`config.mk`:
```
export PLATFORM = sky130hd
export DESIGN_NAME = rr_load_arbiter
export DESIGN_NICKNAME = d
export VERILOG_FILES = /design/src/rtl/rr_load_arbiter.sv
export SDC_FILE = /design/constraint.sdc
export NUM_CORES = 1
export LEC_CHECK = 0
export ABC_AREA = 1
export BUFFER_PORTS_ARGS = -buffer_cell sky130_fd_sc_hd__buf_2
export CORE_UTILIZATION = 51
export DETAILED_ROUTE_END_ITERATION = 10
export MAX_ROUTING_LAYER = met4
export PLACE_DENSITY_LB_ADDON = 0.3
export SKIP_LAST_GASP = 1
export SLEW_MARGIN = 20
export SYNTH_ARGS = -nofsm -noshare
export SYNTH_HDL_FRONTEND = slang
export SYNTH_SLANG_ARGS = --single-unit
```
`constraint.sdc`:
```
create_clock -name clk -period 3.77 [get_ports clk]
set_input_delay 0.377 -clock clk [delete_from_list [all_inputs] [get_ports clk]]
set_output_delay 0.377 -clock clk [all_outputs]
set_load 0.05 [all_outputs]
```
`src/rtl/rr_load_arbiter.sv`:
```
// ----------------------------------------------------------------------------
// rr_load_arbiter
//
// Round-robin arbiter sharing one loadable storage register between up to m
// requesters. Each grant becomes a registered single-cycle load strobe (ld_c)
// plus the winner's data (ld_data). These drive the shared register's load
// enable and data inputs directly.
//
// Optional feature macro: LOCK_EN
//   When defined, a per-requester lock input lets a winner hold the register
//   for consecutive loads (LOCKED state) while its req and lock stay high.
//
// Parameters:
//   n        data width (matches the shared register width)
//   m        number of requesters, 2..8
//
// Ports:
//   clk      system clock, rising edge
//   clr      synchronous active-low reset
//   req      per-requester request, held until granted
//   data     packed request data, requester i uses data[i*n +: n]
//   lock     per-requester hold request (LOCK_EN only)
//   gnt      registered one-hot grant, high for the load cycle
//   ld_c     registered load strobe to the shared register
//   ld_data  registered data to the shared register
//   busy     high in any cycle ld_c is high
// ----------------------------------------------------------------------------
module rr_load_arbiter #(
    parameter int n = 4,
    parameter int m = 4
) (
    input  logic             clk,
    input  logic             clr,
    input  logic [m-1:0]     req,
    input  logic [m*n-1:0]   data,
`ifdef LOCK_EN
    input  logic [m-1:0]     lock,
`endif
    output logic [m-1:0]     gnt,
    output logic             ld_c,
    output logic [n-1:0]     ld_data,
    output logic             busy
);

    localparam int PW = (m > 1) ? $clog2(m) : 1;

    typedef enum logic [1:0] {
        S_IDLE,
        S_GRANT
`ifdef LOCK_EN
        , S_LOCKED
`endif
    } state_e;

    state_e         state_q, state_d;
    logic [PW-1:0]  ptr_q, ptr_d;
    logic [m-1:0]   gnt_q, gnt_d;
    logic           ld_c_q, ld_c_d;
    logic [n-1:0]   ld_data_q, ld_data_d;

    logic [m-1:0]   eff_req;
    logic           found;
    logic [PW-1:0]  win_idx;

    // Index k positions after base, wrapped modulo m (m need not be 2^k).
    function automatic logic [PW-1:0] wrap_idx(input logic [PW-1:0] base, input int k);
        int s;
        s = int'(base) + k;
        if (s >= m) s = s - m;
        return PW'(s);
    endfunction

    // ------------------------------------------------------------------------
    // Winner search. The bit granted this cycle is masked so its requester,
    // which drops req only by the next edge, cannot be granted twice. The
    // search starts one past the last winner, so that requester is last.
    // ------------------------------------------------------------------------
    always_comb begin
        eff_req = req & ~gnt_q;
        found   = 1'b0;
        win_idx = ptr_q;
        for (int k = 1; k <= m; k++) begin
            if (!found && eff_req[wrap_idx(ptr_q, k)]) begin
                found   = 1'b1;
                win_idx = wrap_idx(ptr_q, k);
            end
        end
    end

    // ------------------------------------------------------------------------
    // Next-state and registered-output logic.
    // ------------------------------------------------------------------------
    // NOTE: every signal gets a default first so no path leaves it unassigned;
    // otherwise synthesis infers a latch to hold the old value.
    always_comb begin
        state_d   = S_IDLE;
        ptr_d     = ptr_q;
        gnt_d     = '0;
        ld_c_d    = 1'b0;
        ld_data_d = '0;

`ifdef LOCK_EN
        if (state_q == S_LOCKED && req[ptr_q] && lock[ptr_q]) begin
            // Locked owner keeps the register; fresh data every cycle.
            state_d        = S_LOCKED;
            gnt_d[ptr_q]   = 1'b1;
            ld_c_d         = 1'b1;
            ld_data_d      = data[ptr_q*n +: n];
        end else
`endif
        if (found) begin
            state_d          = S_GRANT;
            ptr_d            = win_idx;
            gnt_d[win_idx]   = 1'b1;
            ld_c_d           = 1'b1;
            ld_data_d        = data[win_idx*n +: n];
`ifdef LOCK_EN
            if (lock[win_idx]) state_d = S_LOCKED;
`endif
        end
    end

    // NOTE: sequential state uses non-blocking assignments so every register
    // samples the pre-edge values regardless of statement order.
    always_ff @(posedge clk) begin
        if (!clr) begin
            // ptr = m-1 makes requester 0 first in the search order.
            // NOTE: ld_data is reset too; the outputs are defined as zero after
            // reset, so the data register cannot be left uninitialised.
            state_q   <= S_IDLE;
            ptr_q     <= PW'(m - 1);
            gnt_q     <= '0;
            ld_c_q    <= 1'b0;
            ld_data_q <= '0;
        end else begin
            state_q   <= state_d;
            ptr_q     <= ptr_d;
            gnt_q     <= gnt_d;
            ld_c_q    <= ld_c_d;
            ld_data_q <= ld_data_d;
        end
    end

    assign gnt     = gnt_q;
    assign ld_c    = ld_c_q;
    assign ld_data = ld_data_q;
    // Every non-idle state issues exactly one load, so busy tracks ld_c.
    assign busy    = (state_q != S_IDLE);

endmodule

```
==> results.cfg <==
[run_status]
status = finished with violations
failed_checks = DRC

[synthesis]
synth_seq_cells = 11
ys.warnings.count = 0
synth_nets = 145
netlist_area_sq_um = 874.6
synthCells = 123
synth_cell_type_count = 23
yosysSeqAreaShare = 0.2518
avgSynthCellArea_sq_um = 7.110

[worst_setup_path]
setup.worst_path.start = ptr_q[0]
reg2reg_from = ptr_q[0]
critPathLaunchType = register
cp.arrival_ns = 2.23
cp_max_fo = 10
cp-end-kind = register
rrSetupSlack_ns = 1.71
critPathKind = register to register
cp_data_required_time_ns = 3.94

[placement]
dpl_cell_area_sq_mm = 0.001011
hpwl_microns = 1595
dp_slack_ns = 1.742
port_buffers = 31
gp_congestion = 0.9024

[pwr]
p_comb_frac = 0.736
peakVddDrop_uv = 579.6
p_sw_frac = 0.5955
p_per_area_mw_per_mm2 = 1002
power.switching_uw = 619.7
p_int_uw = 420.9
p_seq_frac = 0.185
leakagePower_nw = 0.5771
p_clk_frac = 0.079

[sta]
whs_ns = 0.3093
fin_crit_ns = 2.061
finalSetupViolCount = 0
rsz0062_at_grt = false
tightest_slew_ns = 0.6221
layout_worst_path_cycle_share = 0.5468
timing.final.ws_setup_ns = 1.709
slew_headroom = 0.5847
maxSlewViolCount = 0
fin_skew_ns = 0.0009912
fmax_mhz = 485.1
setup_tns_ns = 0
hold_viol = 0

[global_route]
antenna_found_initial = 0
grt_max_degree = 13
first_global_vias = 818
grtUsageTotal = 0.2433
globalRouteOverflowTotal = 0
grt_pass1_wl_microns = 3374

[floorplan]
dieWidth_microns = 43.41
io_pins = 32
start_util = 0.5610
core_area_sq_mm = 0.001559
die_y_microns = 43.41
row_count = 14
dieArea_sq_mm = 0.001884

[cts]
cts-htree-levels = 1
holdBufCountCts = 0
cts_setup_buffers = 0
cts_buffers = 3
clk_pin_slew_ns = 0.07
cts_num_sinks = 11
clockBufferDepth = 2
post_cts_resized = 0
cts-root-buf = clkbuf_4
cts_tree = yes
worstSkewPairLatency_ns = 0.27

[min_path]
min-delay-start = clr
min_path_type = primary input to register

[drt]
wl_per_cell_microns = 11.32
drt_iter0_drc = 25
vias = 864
antenna_left = 0
wirelength_microns = 1936
drc = 2
avgViaCountPerCell = 5.053
firstDrtPassIters = 7

[final_layout]
final_nets = 178
fillCellCount = 137
layout-drive-gt1-share = 0.4258
multi_input_area_sq_um = 559.3
seqCellArea_sq_um = 220.2
fin_area_sq_mm = 0.001039
n_antenna_cell = 0
areaGrowthSynthToFinish_pct = 18.74
final_util = 0.6661

[run]
maxCapViolCount = 0
==> worst paths after layout <==
kind / cells past startpoint / to
min reg2reg: 5 / ptr_q[1]
min: 2 / ptr_q[1]
max: 9 / ld_data[2]
max reg2reg: 9 / ld_data[2]
==> cell families (layout without fill, tap and decap cells) <==
family,after synthesis,in the layout,synth area share
flip-flops,11,11,0.2518
buffers and inverters,16,48,0.1087
AO/OA/AOI/OAI,8,8,0.05436
AND/OR/NAND/NOR,88,88,0.5851
==> per-stage QoR <==
step                std cells  power, mW
global placement          167     0.9467
CTS                       171      1.041
detailed placement        167     0.9600
finish                    171      1.041
floorplan                 123     0.8877
global route              171      1.135
==> sequential cells by signal (all words and copies together) (netlist names) <==
name and cells:
ld_data 4, ptr_q 2, ld_c 1, gnt 4
==> layout by cell type (no fill, tap or decap) <==
| cell | n |
|---|---|
| nand2_1 | 39 |
| buf_2 | 31 |
| nand2_2 | 14 |
| nand3_1 | 14 |
| inv_1 | 11 |
| dfxtp_1 | 11 |
| nand3_2 | 6 |
| nand2_4 | 5 |
| nand4_1 | 3 |
| a21oi_1 | 3 |
| nor2_1 | 3 |
| clkbuf_4 | 3 |
| nand3_4 | 2 |
| inv_8 | 1 |
| inv_2 | 1 |
| a31oi_1 | 1 |
| a21oi_2 | 1 |
| nand4_4 | 1 |
| o21ai_0 | 1 |
| o21ai_1 | 1 |
| o21a_1 | 1 |
| nor3_1 | 1 |
| clkinv_2 | 1 |
==> cells in the mapped netlist <==
cell | count | area, sq um
nor3_1 | 1 | 5.000
nor2_1 | 3 | 11.26
inv_2 | 1 | 3.750
nand3_4 | 2 | 35.03
o21ai_1 | 1 | 5.000
nand2_1 | 39 | 146.4
a21oi_1 | 3 | 15.01
inv_8 | 1 | 11.26
buf_12 | 1 | 20.02
o21ai_0 | 1 | 5.000
dfxtp_1 | 11 | 220.2
nand2_2 | 14 | 87.58
a21oi_2 | 1 | 8.760
nand3_2 | 6 | 60.06
nand2_4 | 5 | 56.30
nand4_1 | 3 | 18.77
inv_1 | 11 | 41.29
o21a_1 | 1 | 7.510
a31oi_1 | 1 | 6.260
nand4_4 | 1 | 21.27
buf_4 | 1 | 7.510
buf_6 | 1 | 11.26
nand3_1 | 14 | 70.07
==> power by group through the flow <==
stage | registers, mW | clock network, mW | logic, mW
after floorplan | 0.267 | 0 | 0.621
after global placement | 0.192 | 0 | 0.755
after detailed placement | 0.194 | 0 | 0.766
after CTS | 0.192 | 0.0818 | 0.768
after global routing | 0.198 | 0.0862 | 0.852
final | 0.193 | 0.0818 | 0.766
==> cell type report <==
class | count | area share
timing repair buffer | 31 | 0.1494
tap | 16 | 0.01928
sequential | 11 | 0.2120
multi-input combinational | 96 | 0.5386
inverter | 13 | 0.05422
clock inverter | 1 | 0.004819
clock buffer | 3 | 0.02169
==> critical path, cell delays in order, from the launching register on <==
cell and delay [ns]:
dfxtp_1 0.72, nand3_2 0.22, nand2_1 0.15, nand2_1 0.08, a31oi_1 0.16, nand2_1 0.11, a21oi_2 0.30, nor2_1 0.09
nand2_1 0.07, nand2_1 0.05
==> routing by layer <==
layer  part of all wire  wire length, microns  GRT usage
met4              0.019                    36     0.1375
met5                  0                     0          -
met3              0.048                    92    0.03333
met2               0.54                  1049     0.4212
met1               0.39                   758     0.2655
No activity file was read; power rests on OpenSTA's default activity.
